$ cat config.mk
export PLATFORM = sky130hd
export DESIGN_NAME = sonar_echo_timer_flat
export DESIGN_NICKNAME = d
export VERILOG_FILES = /design/src/rtl/sonar_echo_timer_if.sv /design/src/rtl/sonar_echo_timer.sv /design/src/flat_wrapper.sv
export SDC_FILE = /design/constraint.sdc
export NUM_CORES = 1
export LEC_CHECK = 0
export ABC_AREA = 1
export CAP_MARGIN = 15
export CORE_MARGIN = 4
export CORE_UTILIZATION = 40
export CTS_BUF_LIST = sky130_fd_sc_hd__clkbuf_16
export CTS_CLUSTER_DIAMETER = 40
export DETAILED_ROUTE_END_ITERATION = 7
export REMOVE_ABC_BUFFERS = 1
export SLEW_MARGIN = 20
export SYNTH_ARGS = -nofsm -noshare
export SYNTH_HDL_FRONTEND = slang
export SYNTH_SLANG_ARGS = --single-unit
export TNS_END_PERCENT = 10
$ cat constraint.sdc
create_clock -name clk -period 8.05 [get_ports clk]
set_clock_uncertainty 0.2 [all_clocks]
set_input_delay 2.0125 -clock clk [delete_from_list [all_inputs] [get_ports clk]]
set_output_delay 2.0125 -clock clk [all_outputs]
set_load 0.01 [all_outputs]
$ cat src/rtl/sonar_echo_timer_if.sv
// Echo-timer bus: count/start/echo in, trigger and measurement results out.
// The master side drives the counter and sensor; the slave is the timer.
interface sonar_echo_timer_if;
  logic [31:0] count;
  logic        start;
  logic        echo;
  logic        trig;
  logic        busy;
  logic [31:0] width;
  logic        valid;
  logic        timeout;

  modport master (
    output count, start, echo,
    input  trig, busy, width, valid, timeout
  );

  modport slave (
    input  count, start, echo,
    output trig, busy, width, valid, timeout
  );
endinterface

$ cat src/rtl/sonar_echo_timer.sv
// Ultrasonic ranging front end: trigger pulse, echo wait, echo high-time
// measurement from timestamp differences on the free-running count bus.
module sonar_echo_timer #(
  parameter int TRIG_CYCLES    = 1000,
  parameter int TIMEOUT_CYCLES = 3000000
) (
  input logic               clk,
  input logic               rst,
  sonar_echo_timer_if.slave bus
);

  localparam logic [31:0] TrigLast = 32'(TRIG_CYCLES - 1);
  localparam logic [31:0] TmoLim   = 32'(TIMEOUT_CYCLES);

  typedef enum logic [1:0] {
    S_IDLE,
    S_TRIG,
    S_WAIT,
    S_MEAS
  } state_t;

  state_t      state_q, state_d;
  logic [31:0] stamp_q, stamp_d;
  logic [31:0] width_q, width_d;
  logic        valid_q, valid_d;
  logic        tmo_q, tmo_d;
  logic        sync1_q, sync2_q, prev_q;
  logic [31:0] elapsed;
  logic        rise, fall;

  assign elapsed = bus.count - stamp_q;
  assign rise    = sync2_q & ~prev_q;
  assign fall    = ~sync2_q & prev_q;

  always_ff @(posedge clk or posedge rst) begin
    if (rst) begin
      state_q <= S_IDLE;
      stamp_q <= '0;
      width_q <= '0;
      valid_q <= 1'b0;
      tmo_q   <= 1'b0;
      sync1_q <= 1'b0;
      sync2_q <= 1'b0;
      prev_q  <= 1'b0;
    end else begin
      state_q <= state_d;
      stamp_q <= stamp_d;
      width_q <= width_d;
      valid_q <= valid_d;
      tmo_q   <= tmo_d;
      sync1_q <= bus.echo;
      sync2_q <= sync1_q;
      prev_q  <= sync2_q;
    end
  end

  always_comb begin
    state_d = state_q;
    stamp_d = stamp_q;
    width_d = width_q;
    valid_d = 1'b0;
    tmo_d   = 1'b0;
    unique case (state_q)
      S_IDLE: begin
        // Stamp the count of the first TRIG cycle so trig lasts TRIG_CYCLES
        if (bus.start && !valid_q && !tmo_q) begin
          stamp_d = bus.count + 32'd1;
          state_d = S_TRIG;
        end
      end
      S_TRIG: begin
        if (elapsed >= TrigLast) begin
          stamp_d = bus.count;
          state_d = S_WAIT;
        end
      end
      S_WAIT: begin
        if (rise) begin
          stamp_d = bus.count;
          state_d = S_MEAS;
        end else if (elapsed >= TmoLim) begin
          tmo_d   = 1'b1;
          state_d = S_IDLE;
        end
      end
      S_MEAS: begin
        if (fall) begin
          width_d = elapsed;
          valid_d = 1'b1;
          state_d = S_IDLE;
        end else if (elapsed >= TmoLim) begin
          tmo_d   = 1'b1;
          state_d = S_IDLE;
        end
      end
      default: state_d = S_IDLE;
    endcase
  end

  assign bus.trig    = (state_q == S_TRIG);
  assign bus.busy    = (state_q != S_IDLE);
  assign bus.width   = width_q;
  assign bus.valid   = valid_q;
  assign bus.timeout = tmo_q;

endmodule

$ cat src/flat_wrapper.sv
// flat-port wrapper written by rule: the top's interface ports become plain ports
module sonar_echo_timer_flat 
#(
  parameter int TRIG_CYCLES    = 1000,
  parameter int TIMEOUT_CYCLES = 3000000
)
  (clk, rst, bus_count, bus_start, bus_echo, bus_trig, bus_busy, bus_width, bus_valid, bus_timeout);
  sonar_echo_timer_if bus_i ();
  input logic clk;
  input logic rst;
  input wire logic [$bits(bus_i.count)-1:0] bus_count;
  input wire logic [$bits(bus_i.start)-1:0] bus_start;
  input wire logic [$bits(bus_i.echo)-1:0] bus_echo;
  output wire logic [$bits(bus_i.trig)-1:0] bus_trig;
  output wire logic [$bits(bus_i.busy)-1:0] bus_busy;
  output wire logic [$bits(bus_i.width)-1:0] bus_width;
  output wire logic [$bits(bus_i.valid)-1:0] bus_valid;
  output wire logic [$bits(bus_i.timeout)-1:0] bus_timeout;
  assign bus_i.count = bus_count;
  assign bus_i.start = bus_start;
  assign bus_i.echo = bus_echo;
  assign bus_trig = bus_i.trig;
  assign bus_busy = bus_i.busy;
  assign bus_width = bus_i.width;
  assign bus_valid = bus_i.valid;
  assign bus_timeout = bus_i.timeout;
  sonar_echo_timer #(.TRIG_CYCLES(TRIG_CYCLES), .TIMEOUT_CYCLES(TIMEOUT_CYCLES)) u_core (.clk(clk), .rst(rst), .bus(bus_i));
endmodule
Word level (Yosys, flattened, before mapping)
Cells that the tools add are included.
Storage, ports and cells
  output and inout port bits: 36
  ROM bits: 0
  bits in writable memories: 0
  register bits: 71
  latch bits: 0
  bits of input ports: 36
  memories kept: 0
Operators by class
  add/subtract/negate cells: 2
  multiply operators: 0
  divide/modulo/power cells: 0
  shift operators: 0
  equality and inequality tests: 6
  multiplexer cells: 16
  magnitude comparators: 2
  reductions and logical operators: 10
  bitwise logic cells: 4
Operator list (number)
  $mux W32: 3
  $pmux W32 S3: 1
  $add A32 B1 Y32 const B: 1
  $ge A32 B10 Y1 const B: 1
  $ge A32 B22 Y1 const B: 1
  $sub A32 B32 Y32: 1
  $mux W2: 5
  $pmux W2 S4: 1
  $ne A2 B1 Y1 const B: 3
  $mux W1: 5
  $eq A2 B2 Y1 const B: 2
  $reduce_and A2 Y1: 2
  $reduce_and A4 Y1: 1
  $reduce_bool A3 Y1: 1
  $and A1 B1 Y1: 2
  $eq A2 B1 Y1 const B: 1
  $logic_and A1 B1 Y1: 2
  $logic_not A1 Y1: 2
  $logic_not A2 Y1: 1
  $not A1 Y1: 2
  $pmux W1 S2: 1
  $reduce_bool A2 Y1: 1

Logic depth before layout (Yosys ltp)
Gate-level depths: netlist of the first run.
  depth after elaboration: 5
  gate-level depth with buffers: 24
  gate-level depth less buffers: 23

Worst setup path before layout of the first run
No wires, ideal clock.
  kind: in2reg
  start: input port bus_count[0]
  end: register u_core.stamp_q[14]
  arrival time: 4.103 ns
  stages: 21
  setup time: 0.117 ns
  path slack: 3.630 ns
  cell sequence: inv_1 > ha_1 > inv_1 > fa_1 > nand2_1 > nand2_1 > nand3_1 > nand2_1 > nand2_1 > nand2_1 > nand2_1 > nand2_1 > nor2_1 > nand2_1 > nor2_1 > nand3_1 > nor2_4 > nor2_8 > buf_2 > nand3b_1 > nand2_1
Between the ends
  word-level cells in the longest chain between the ends: 4
  elaborated cells on any way between the ends: 7
  classes of those cells: add/sub: 2; order compare: 1; eq/ne: 1; mux: 2; reduce/logical: 1
Ends and longest elaborated chain
  from (decl): RTL line flat_wrapper.sv:11  | input wire logic [$bits(bus_i.count)-1:0] bus_count;
  $sub A32 B32 Y32: RTL line sonar_echo_timer.sv:31  | assign elapsed = bus.count - stamp_q;
  $ge A32 B10 Y1: RTL line sonar_echo_timer.sv:72  | if (elapsed >= TrigLast) begin
  $ne A2 B1 Y1 (no line)
  $reduce_and A4 Y1 (no line)
  to (signal assigned): RTL line sonar_echo_timer.sv:47  | stamp_q <= stamp_d;
  to (decl): RTL line sonar_echo_timer.sv:23  | logic [31:0] stamp_q, stamp_d;
Several ways; a longest one is shown, not always the timed one. The select of a mux whose other input is x is not followed.
A chain may end at the register's enable or synchronous reset.

Final worst setup path of the first run
  start: input port bus_count[0]
  end: register u_core.stamp_q[12]
The elaborated chain is that of the path after synthesis.

==> metrics.md, run 1 <==
| Metric | Value |
|---|---|
| Endpoint of the lowest-slack register-to-register path | u_core.stamp_q[12] |
| DP Wirelength | around 14000 um |
| Diodes inserted | 0 |
| Fraction of registers with async set or reset after synthesis | 1.00 |
| Initial core utilization | 0.410 |
| Mean cell area of the mapped netlist | between 6 and 7 um2 |
| Maximum clock frequency | between 150 and 200 MHz |
| Initial antenna violation count | 0 |
| Via count | 6301 |
| Final Instance Count excl. Fillers | around 1400 |
| Worst VDD drop | about 0.15 mV |
| Type of the worst setup path | input port to flop |
| Number of H-tree levels | 3 |
| Overflow left after global routing | 0 |
| Least-Margin Pin Slew | just over 900 ps |
| Post-synth design cell area | 6560 um2 |
| Number of resized instances in the post-cts repair step | 0 |
| Later-pin clock latency in the skew report | ~340 ps |
| Worst hold start | u_core.sync1_q |
| Hold-critical path depth | 0 |
| Count of input and output buffers | 71 |
| Power per unit of standard cell area | between 300 and 400 nW/um2 |
| Number of buffers between clock root and the deepest sink | 2 |
| Period utilisation layout | 0.683 |
| Cell taking the most area after synthesis | sky130_fd_sc_hd__dfrtp_1 |
| Worst EP arrival | about 5500 ps |
| Global-route wire length before repair | approximately 30000 um |
| Count of endpoints failing setup in the final report | 0 |
| Number of standard cells after synthesis | ~1100 |
| Cell at the root of the clock tree | sky130_fd_sc_hd__clkbuf_16 |
| Number of violations of the max-capacitance limit | 0 |
| Leakage power | around 4.3 nW |
| Area of the placeable core | between 15000 and 20000 um2 |
| Leading cell types by count after synthesis | 407 x sky130_fd_sc_hd__nand2_1, 190 x sky130_fd_sc_hd__inv_1, 72 x sky130_fd_sc_hd__nand3_1, 71 x sky130_fd_sc_hd__dfrtp_1, 68 x sky130_fd_sc_hd__nor2_1 |
| Peak per-stage delay on the critical path | approximately 490 ps |
| Die Ht | 136 um |
| Area of the die | roughly 19000 um2 |
| Min cycle time layout | 5500 ps |
| Pin count of the biggest net entering global routing | slightly above 70 |
| Maximum fanout count along the critical path | 34 |
| Wirelength, routed | 17400 um |
| Horizontal die dimension | 136 um |
| Router iterations before antenna repair | 4 |
| Number of placed instances with taps included | 1337 |
| Critical Path End Type | flop |
| Clock-pin slew reported for the worst setup and hold paths after clock tree synthesis | approximately 60 ps |
| Average detailed-routed wire length per instance | approximately 13 um |
| Most repeated cell in the gate-level netlist after synthesis | sky130_fd_sc_hd__nand2_1 |
| Post-route DRC violation count | 0 |
| # Post-CTS Setup Buffers | 0 |
| Relative slew slack | 0.377 |
| Critical Path, Cell by Cell | clkdlybuf4s50_1, inv_1, ha_1, inv_1, fa_1, nand2_1, nand2_1, nand3_1, nand2_1, nand2_1, nand2_1, nand2_1, nand2_1, nand2_1, nand2_1, nand2_1, nor2_2, nand2_2, nor2_4, nor2_8, nand2_8, nand2_1, nand2_1 |
| Number of enable flip-flop cells after synthesis | 0 |
| Slowest cell on the critical path | sky130_fd_sc_hd__clkdlybuf4s50_1 |
| Critical path launch point type | input port |
| Data required time at the worst endpoint | approximately 8100 ps |
| 1st-iter DRT viols | approximately 380 |
| Most frequently used flop master after synthesis | sky130_fd_sc_hd__dfrtp_1 |
| CTS tree | built |
| Number of storage elements in the synthesis netlist | 71 |
| Worst Hold Class | flop to flop |
| WHS Endpoint | u_core.sync2_q |
| Clock sink count | approximately 70 |
| Number of hold buffers added after cts | 0 |
| TritonCTS Buffers | 9 |
| Total negative slack | 0 ps |
| Buf/Inv on CP | 3 |
| Number of distinct standard cells referenced by the synthesized netlist | 35 |
| Worst-case reg-to-reg path depth | 21 |
| Vias per std cell | between 4 and 5 |
| Unrepaired setup endpoints after global routing | false |
| Final Power | 2.97 mW |
| Final-report hold violation count | 0 |
| Post-synthesis sequential area ratio | 0.271 |
| Fraction of post-synthesis cell area in the top cell type by area | 0.271 |
| Worst reg2reg startpoint | u_core.stamp_q[0] |
| Net total in the final layout | 1205 |
| Cell with the most instances on the worst path | sky130_fd_sc_hd__nand2_1 |
| Number of max-slew violations in the final report | 0 |
| Layout cells sized above 1 | 0.0704 |
| Placement Rows | between 40 and 50 |
| Area Overhead vs Synth | 18.0% |
| Final weighted congestion of routability-driven global placement | between 0.9 and 1 |
| Count of synthesis-stage warnings from yosys | 0 |
| Number of top-level pins | 72 |
| Minimum setup slack among reg-to-reg paths | approximately 4400 ps |
| Cell type group with the largest total delay on the critical path | simple AND/OR/NAND/NOR gates |
| Run status | complete, no violations |
| Count of antenna-violating nets left after detailed routing | 0 |
| Number of global-route vias before repair | between 6000 and 7000 |
| Top cells by area, synth | sky130_fd_sc_hd__dfrtp_1 27%, sky130_fd_sc_hd__nand2_1 23%, sky130_fd_sc_hd__inv_1 11% |
| Global-route usage over all layers | 0.202 |
-- sequential cells by signal, indices dropped and copies added, names as in the netlist --
register,cells
u_core.bus.width,32
u_core.stamp_q,32
u_core.bus.valid,1
u_core.bus.timeout,1
u_core.sync1_q,1
u_core.sync2_q,1
u_core.state_q,2
u_core.prev_q,1
-- cell usage in the layout (no fill, tap or decap) --
| cell | synthesis | layout |
|---|---|---|
| sky130_fd_sc_hd__bufinv_16 | 0 | 1 |
| sky130_fd_sc_hd__nand2_8 | 1 | 1 |
| sky130_fd_sc_hd__and2_1 | 2 | 2 |
| sky130_fd_sc_hd__inv_1 | 190 | 189 |
| sky130_fd_sc_hd__xor2_1 | 24 | 24 |
| sky130_fd_sc_hd__o21bai_1 | 2 | 2 |
| sky130_fd_sc_hd__nor3_2 | 2 | 2 |
| sky130_fd_sc_hd__nand3_2 | 1 | 2 |
| sky130_fd_sc_hd__clkdlybuf4s50_1 | 0 | 71 |
| sky130_fd_sc_hd__fa_1 | 1 | 1 |
| sky130_fd_sc_hd__nor2_4 | 1 | 1 |
| sky130_fd_sc_hd__dfrtp_1 | 71 | 71 |
| sky130_fd_sc_hd__a21oi_2 | 1 | 2 |
| sky130_fd_sc_hd__nand3b_1 | 27 | 27 |
| sky130_fd_sc_hd__clkinvlp_4 | 0 | 2 |
| sky130_fd_sc_hd__clkinv_2 | 0 | 3 |
| sky130_fd_sc_hd__nor2_8 | 1 | 1 |
| sky130_fd_sc_hd__nor3_1 | 9 | 9 |
| sky130_fd_sc_hd__clkinv_1 | 0 | 1 |
| sky130_fd_sc_hd__xnor2_1 | 9 | 9 |
| sky130_fd_sc_hd__nor2_1 | 68 | 68 |
| sky130_fd_sc_hd__o31ai_1 | 1 | 1 |
| sky130_fd_sc_hd__a22oi_1 | 1 | 1 |
| sky130_fd_sc_hd__inv_2 | 11 | 12 |
| sky130_fd_sc_hd__and2_0 | 1 | 1 |
| sky130_fd_sc_hd__a21o_1 | 1 | 1 |
| sky130_fd_sc_hd__a21oi_1 | 19 | 18 |
| sky130_fd_sc_hd__nor4_1 | 6 | 6 |
| sky130_fd_sc_hd__o21ai_0 | 28 | 28 |
| sky130_fd_sc_hd__nor2_2 | 6 | 6 |
| sky130_fd_sc_hd__or3_1 | 1 | 1 |
| sky130_fd_sc_hd__ha_1 | 36 | 36 |
| sky130_fd_sc_hd__clkbuf_16 | 0 | 9 |
| sky130_fd_sc_hd__o21a_1 | 1 | 1 |
| sky130_fd_sc_hd__nand2_2 | 35 | 35 |
| sky130_fd_sc_hd__buf_4 | 0 | 3 |
| sky130_fd_sc_hd__nand3_1 | 72 | 71 |
| sky130_fd_sc_hd__nand4_1 | 11 | 11 |
| sky130_fd_sc_hd__nand2_1 | 407 | 407 |
-- power by group --
| group | switching, mW | total (mW) | internal [mW] |
|---|---|---|---|
| clock network | 0.157 | 0.394 | 0.237 |
| logic | 1.22 | 1.94 | 0.715 |
| registers | 0.107 | 0.640 | 0.533 |
-- metrics by stage --
step                utilization  cell area [um2]  worst slack [ps]  hold slack (ps)
CTS                       0.484             7740              2530              152
floorplan                     -             6440              3430              131
finish                    0.484             7740              2550              150
detailed placement        0.466             7450              2160              139
global route              0.484             7740              2220              164
global placement          0.466             7450              2220              151
-- logic make-up (layout without fill, tap and decap cells) --
logic type,after synthesis,count (layout),share of synthesized area
AO/OA/AOI/OAI,54,54,0.0441
XOR/XNOR,33,33,0.0441
buffers and inverters,218,291,0.133
flip-flops,71,71,0.271
adder cells (fa/ha/maj),37,37,0.0717
AND/OR/NAND/NOR,651,651,0.436
-- per-layer routing --
layer	vias to the layer above	routed length [um]	track usage	share of wire
li1	3377	-	-	-
met3	19	716	0.0233	0.041
met4	0	333	0.0661	0.019
met5	-	0	0	0
met1	2789	8760	0.289	0.50
met2	116	7590	0.317	0.44
-- final cells by class --
type / count / area [um2]
clock buffers: 9 / 225
clock inverters: 7 / 63.8
fillers: 1759 / 8260
inverters: 201 / 754
multi-input cells: 775 / 3920
flip-flops and latches: 71 / 1780
well taps: 216 / 270
repair buffers: 74 / 733
-- how the worst max path moves through the flow --
stage / from / endpoint / slack, ps / cells after the start
floorplan: bus_count[0] / u_core.stamp_q[12] / 3430 / 22
CTS: bus_count[0] / u_core.stamp_q[13] / 2530 / 23
detailed placement: bus_count[0] / u_core.stamp_q[13] / 2160 / 23
finish: bus_count[0] / u_core.stamp_q[12] / 2550 / 23
global route: bus_count[0] / u_core.stamp_q[13] / 2220 / 23
global placement: bus_count[0] / u_core.stamp_q[12] / 2220 / 23
No activity file was read; power rests on OpenSTA's default activity.
==> run 2: changes to the inputs <==
==> constraint.sdc (replaced) <==
create_clock -name clk -period 4.5 [get_ports clk]
set_clock_uncertainty 0.2 [all_clocks]
set_input_delay 1.125 -clock clk [delete_from_list [all_inputs] [get_ports clk]]
set_output_delay 1.125 -clock clk [all_outputs]
set_load 0.01 [all_outputs]
==> metrics.md, run 2 (synthesis gave the netlist of run 1 again) <==
| Metric | Value |
|---|---|
| Count of endpoints failing setup in the final report | 0 (unchanged) |
| Initial antenna violation count | 0 (unchanged) |
| Number of resized instances in the post-cts repair step | 0 (unchanged) |
| Worst-case reg-to-reg path depth | 12 (-43%) |
| Hold-critical path depth | 0 (unchanged) |
| Horizontal die dimension | 136 um (unchanged) |
| TritonCTS Buffers | 9 (unchanged) |
| Number of global-route vias before repair | 5999 (-1.8%) |
| Average detailed-routed wire length per instance | 12.9 um (+0.37%) |
| Power per unit of standard cell area | 688 nW/um2 (+79%) |
| Maximum clock frequency | between 200 and 250 MHz |
| Post-route DRC violation count | 0 (unchanged) |
| Minimum setup slack among reg-to-reg paths | 1290 ps (-3150 ps) |
| Critical Path, Cell by Cell | clkdlybuf4s50_1, inv_1, ha_1, inv_1, fa_1, nand2_1, nand2_1, nand3_1, nand2_1, nand2_1, nand2_1, nand2_1, nand2_1, nor2_1, nand2_1, nor2_1, nand3_1, nor2_4, nor2_8, nand2_8, buf_12, nand2_1, nand2_1 |
| Initial core utilization | 0.410 (unchanged) |
| Number of max-slew violations in the final report | 0 (unchanged) |
| Cell type group with the largest total delay on the critical path | simple AND/OR/NAND/NOR gates |
| Number of buffers between clock root and the deepest sink | 2 (unchanged) |
| Number of violations of the max-capacitance limit | 0 (unchanged) |
| Vias per std cell | 4.61 (-1.0%) |
| Worst EP arrival | 4160 ps (-1370 ps) |
| Worst reg2reg startpoint | u_core.state_q[0] |
| Router iterations before antenna repair | 5 (+1) |
| Min cycle time layout | a little over 4000 ps |
| Most frequent cells in the layout | 407 x sky130_fd_sc_hd__nand2_1, 191 x sky130_fd_sc_hd__inv_1, 71 x sky130_fd_sc_hd__nand3_1, 71 x sky130_fd_sc_hd__clkdlybuf4s50_1, 71 x sky130_fd_sc_hd__dfrtp_1 |
| Unrepaired setup endpoints after global routing | false |
| Wirelength, routed | 17800 um (+2.1%) |
| Layout cells sized above 1 | 0.0871 (+0.0167) |
| Count of input and output buffers | 71 (unchanged) |
| Worst VDD drop | 0.252 mV (+66%) |
| Type of the worst setup path | input port to flop |
| Uppermost signal routing layer after detailed routing | met4 |
| Relative slew slack | 0.367 (-0.00958) |
| Met1 routed wirelength after detailed routing | 9040 um (+3.2%) |
| Net total in the final layout | 1228 (+1.9%) |
| Total negative slack | 0 ps (unchanged) |
| Data required time at the worst endpoint | 4580 ps (-3500 ps) |
| Placement Rows | 46 (unchanged) |
| Final-report hold violation count | 0 (unchanged) |
| Number of hold buffers added after cts | 0 (unchanged) |
| Area of the die | 18500 um2 (unchanged) |
| 1st-iter DRT viols | 376 (-0.53%) |
| Endpoint of the lowest-slack register-to-register path | u_core.stamp_q[28] |
| Global-route wire length before repair | 30000 um (+0.51%) |
| Die Ht | 136 um (unchanged) |
| Met3 Wirelength | 688 um (-3.9%) |
| Overflow left after global routing | 0 (unchanged) |
| Met2 WL | 7700 um (+1.5%) |
| Pin count of the biggest net entering global routing | 56 (-22%) |
| CTS tree | built |
| Number of filler instances in the final layout | 1747 (-0.68%) |
| Via count | 6343 (+0.67%) |
| Peak per-stage delay on the critical path | 460 ps (-30 ps) |
| Diodes inserted | 0 (unchanged) |
| # Post-CTS Setup Buffers | 0 (unchanged) |
| Worst hold start | u_core.sync1_q |
| Later-pin clock latency in the skew report | 340 ps (about the same) |
| Cell with the most instances on the worst path | sky130_fd_sc_hd__nand2_1 |
| Critical Path End Type | flop |
| Period utilisation layout | 0.907 |
| Area of the placeable core | 16000 um2 (unchanged) |
| Number of H-tree levels | 3 (unchanged) |
| Leakage power | 4.45 nW (+3.4%) |
| Maximum fanout count along the critical path | 13 (-62%) |
| Number of top-level pins | 72 (unchanged) |
| Clock sink count | 71 (unchanged) |
| Final weighted congestion of routability-driven global placement | 0.903 (-1.6%) |
| Most common library cell in the layout ignoring fill and taps | sky130_fd_sc_hd__nand2_1 |
| Slowest cell on the critical path | sky130_fd_sc_hd__fa_1 |
| Count of antenna-violating nets left after detailed routing | 0 (unchanged) |
| Area Overhead vs Synth | 21.5% |
| Run status | complete, no violations |
| Cell count along the critical path | 23 (unchanged) |
| WHS Endpoint | u_core.sync2_q |
| DP Wirelength | 14700 um (+4.0%) |
| Critical path launch point type | input port |
| Worst Hold Class | flop to flop |
| Cell at the root of the clock tree | sky130_fd_sc_hd__clkbuf_16 |
| Clock-pin slew reported for the worst setup and hold paths after clock tree synthesis | 50 ps (about the same) |
| Final Power | 5.49 mW (+85%) |
| Buf/Inv on CP | 4 (+1) |
| Least-Margin Pin Slew | 948 ps (+13.3 ps) |
| Global-route usage over all layers | 0.204 (+0.00198) |
run 2: through the flow:
stage	utilization	instances	worst slack, ps	hold slack, ps	area, um2
after floorplan	-	1047	770	131	6440
after detailed placement	0.480	1360	100	138	7690
after CTS	0.498	1376	462	150	7970
final	0.498	1376	418	149	7970
after global placement	0.480	1360	157	133	7690
after global routing	0.498	1376	75.1	156	7970
run 2: how the worst max path moves through the flow:
stage                       from                  to  slack [ps]
floorplan           bus_count[0]  u_core.stamp_q[12]         770
global placement    bus_count[0]  u_core.stamp_q[29]         160
detailed placement  bus_count[0]  u_core.stamp_q[28]         100
CTS                 bus_count[0]  u_core.stamp_q[12]         460
global route        bus_count[0]   u_core.stamp_q[9]          80
finish              bus_count[0]  u_core.stamp_q[12]         420
run 2: layer usage:
metal / up-vias / GRT usage
li1: 3432 / -
met1: 2781 / 0.294
met2: 110 / 0.315
met3: 20 / 0.0252
met4: 0 / 0.0689
met5: - / 0
run 2: report_power, final:
part | internal, mW | switching [mW]
sequential | 0.954 | 0.195
combinational | 1.42 | 2.24
clock | 0.419 | 0.262
run 2: area by class of cell:
| cell class | instances | area [um2] | share of cell area |
|---|---|---|---|
| clock inverter | 7 | 56.3 | 0.00707 |
| multi-input combinational | 775 | 3920 | 0.492 |
| timing repair buffer | 97 | 968 | 0.122 |
| tap | 216 | 270 | 0.0339 |
| clock buffer | 9 | 225 | 0.0283 |
| inverter | 201 | 754 | 0.0947 |
| sequential | 71 | 1780 | 0.223 |
==> run 3: changes to the inputs <==
--- a/config.mk
+++ b/config.mk
@@ -8,12 +8,13 @@
 export ABC_AREA = 1
 export CAP_MARGIN = 15
 export CORE_MARGIN = 4
-export CORE_UTILIZATION = 40
+export CORE_UTILIZATION = 50
 export CTS_BUF_LIST = sky130_fd_sc_hd__clkbuf_16
 export CTS_CLUSTER_DIAMETER = 40
 export DETAILED_ROUTE_END_ITERATION = 7
+export PLACE_DENSITY = 0.75
 export REMOVE_ABC_BUFFERS = 1
-export SLEW_MARGIN = 20
+export SLEW_MARGIN = 0
 export SYNTH_ARGS = -nofsm -noshare
 export SYNTH_HDL_FRONTEND = slang
 export SYNTH_SLANG_ARGS = --single-unit
==> metrics.md, run 3 (synthesis gave the netlist of run 1 again) <==
| Metric | Value |
|---|---|
| Leakage power | 4.51 nW (+1.5%) |
| Worst VDD drop | 0.274 mV (+8.8%) |
| Critical path launch point type | input port |
| Count of antenna-violating nets left after detailed routing | 0 (unchanged) |
| Layout cells sized above 1 | 0.0990 (+0.0119) |
| Run status | complete, no violations |
| GR met3 Demand/Resource | 0.0272 (+0.00202) |
| Most frequent cells in the layout | 407 x sky130_fd_sc_hd__nand2_1, 189 x sky130_fd_sc_hd__inv_1, 71 x sky130_fd_sc_hd__nand3_1, 71 x sky130_fd_sc_hd__clkdlybuf4s50_1, 71 x sky130_fd_sc_hd__dfrtp_1 |
| Count of input and output buffers | 71 (unchanged) |
| Power per unit of standard cell area | 702 nW/um2 (+1.9%) |
| Relative slew slack | 0.679 (+0.312) |
| Number of max-slew violations in the final report | 0 (unchanged) |
| Most common library cell in the layout ignoring fill and taps | sky130_fd_sc_hd__nand2_1 |
| Die Ht | 123 um (-9.9%) |
| Worst Hold Class | flop to flop |
| Instance area after placement | 7660 um2 (-0.39%) |
| Total negative slack | 0 ps (unchanged) |
| Area of the die | 15000 um2 (-19%) |
| Maximum fanout count along the critical path | 18 (+5) |
| Average detailed-routed wire length per instance | 12.8 um (-1.2%) |
| DP Wirelength | 13600 um (-7.7%) |
| Unrepaired setup endpoints after global routing | false |
| Number of placed instances with taps included | 1326 (-2.5%) |
| Vias per std cell | 4.93 (+7.0%) |
| 1st-iter DRT viols | 502 (+34%) |
| Worst EP arrival | 4200 ps (+40 ps) |
| Number of global-route vias before repair | 6181 (+3.0%) |
| Critical Path End Type | flop |
| Data required time at the worst endpoint | 4580 ps (about the same) |
| Later-pin clock latency in the skew report | 340 ps (about the same) |
| Final Instance Count excl. Fillers | 1344 (-2.3%) |
| Overflow left after global routing | 0 (unchanged) |
| Horizontal die dimension | 123 um (-9.9%) |
| Wirelength, routed | 17100 um (-3.5%) |
| Count of endpoints failing setup in the final report | 0 (unchanged) |
| Type of the worst setup path | input port to flop |
| Final weighted congestion of routability-driven global placement | 0.930 (+3.0%) |
| Number of top-level pins | 72 (unchanged) |
| Maximum clock frequency | 242 MHz (-1.1%) |
| Final-report hold violation count | 0 (unchanged) |
| Pin count of the biggest net entering global routing | 72 (+29%) |
| Number of H-tree levels | 3 (unchanged) |
| TritonCTS Buffers | 9 (unchanged) |
| Global-route wire length before repair | 28600 um (-5.0%) |
| Router iterations before antenna repair | 5 (unchanged) |
| Initial core utilization | 0.515 (+0.106) |
| Net total in the final layout | 1240 (+0.98%) |
| Area of the placeable core | 12700 um2 (-20%) |
| Area Overhead vs Synth | 22.9% |
| Met1 Resource Use GR | 0.331 (+0.0368) |
| M2 GR Usage | 0.375 (+0.0607) |
| Most congested layer reported by global routing | met2 |
| Clock sink count | 71 (unchanged) |
| Period utilisation layout | 0.917 (+0.00978) |
| Placement Rows | 41 (-11%) |
| Number of violations of the max-capacitance limit | 0 (unchanged) |
| CTS tree | built |
| Least-Margin Pin Slew | 477 ps (-471 ps) |
| # Post-CTS Setup Buffers | 0 (unchanged) |
| Post-route DRC violation count | 0 (unchanged) |
| Number of buffers between clock root and the deepest sink | 2 (unchanged) |
| Clock-pin slew reported for the worst setup and hold paths after clock tree synthesis | 60 ps (about the same) |
| Global-route usage over all layers | 0.237 (+0.0333) |
| Diodes inserted | 0 (unchanged) |
| Min cycle time layout | 4130 ps (+44.0 ps) |
| Via count | 6632 (+4.6%) |
| Cell at the root of the clock tree | sky130_fd_sc_hd__clkbuf_16 |
| Final design area excluding fillers | 8060 um2 (+1.1%) |
| Initial antenna violation count | 0 (unchanged) |
-- run 3: cell count changes in the layout (fill, tap and decap cells not counted), sizes merged --
cell / delta
nor2: +1
inv: -2
bufinv: +3
nand2: +1
buf: +10
clkinvlp: +1
clkinv: -2
-- run 3: stage by stage --
step,worst slack (ps),hold slack [ps],utilization,total power [mW]
floorplan,770,131,-,3.52
global placement,-51.9,147,0.602,4.61
detailed placement,-147,150,0.602,4.69
CTS,206,173,0.631,5.61
global route,33.6,173,0.633,6.23
finish,374,167,0.633,5.66
-- run 3: worst max-delay path, cell delays in order --
cell,delay [ps]
sky130_fd_sc_hd__clkdlybuf4s50_1,420
sky130_fd_sc_hd__inv_1,80
sky130_fd_sc_hd__ha_1,140
sky130_fd_sc_hd__inv_1,80
sky130_fd_sc_hd__fa_1,440
sky130_fd_sc_hd__nand2_1,100
sky130_fd_sc_hd__nand2_1,70
sky130_fd_sc_hd__nand3_1,100
sky130_fd_sc_hd__nand2_1,120
sky130_fd_sc_hd__nand2_1,90
sky130_fd_sc_hd__nand2_1,70
sky130_fd_sc_hd__nand2_1,70
sky130_fd_sc_hd__nand2_1,90
sky130_fd_sc_hd__nor2_1,110
sky130_fd_sc_hd__nand2_1,70
sky130_fd_sc_hd__nor2_1,130
sky130_fd_sc_hd__nand3_1,140
sky130_fd_sc_hd__nor2_4,260
sky130_fd_sc_hd__nor2_8,150
sky130_fd_sc_hd__nand2_8,200
sky130_fd_sc_hd__nand2_1,80
sky130_fd_sc_hd__nand2_1,60
-- run 3: timing repair --
action	4_1_cts	5_1_grt
gates resized for setup	0	1
setup endpoints to repair	0	32
hold buffers	0	0
-- run 3: per-layer routing --
layer / wire, um / vias to the layer above
li1: - / 3468
met1: 8160 / 2949
met2: 7560 / 182
met3: 999 / 33
met4: 425 / 0
met5: 0 / -
-- run 3: cell type report --
cell class / count / area, um2
Clock buffer: 9 / 225
Clock inverter: 7 / 145
Fill cell: 1226 / 4660
Inverter: 201 / 754
Multi-Input combinational cell: 777 / 3950
Sequential cell: 71 / 1780
Tap cell: 172 / 215
Timing Repair Buffer: 107 / 993
-- run 3: final timing paths --
path                                    start                   to  slack [ps]  cells past startpoint
hold reg to reg                u_core.sync1_q       u_core.sync2_q         170                      0
setup reg to reg           u_core.stamp_q[22]   u_core.stamp_q[13]        1270                     18
max in group asynchronous                 rst   u_core.stamp_q[21]        2830                      3
setup / recovery                 bus_count[0]   u_core.stamp_q[13]         370                     22
min in group asynchronous                 rst  u_core.bus.width[8]         990                      3
hold / removal                 u_core.sync1_q       u_core.sync2_q         170                      0
-- run 3: report_power, final --
part	internal, mW	switching, mW	leakage [nW]	total (mW)
Clock	0.599	0.289	0.176	0.889
Sequential	0.953	0.192	0.852	1.15
Combinational	1.39	2.23	3.49	3.62
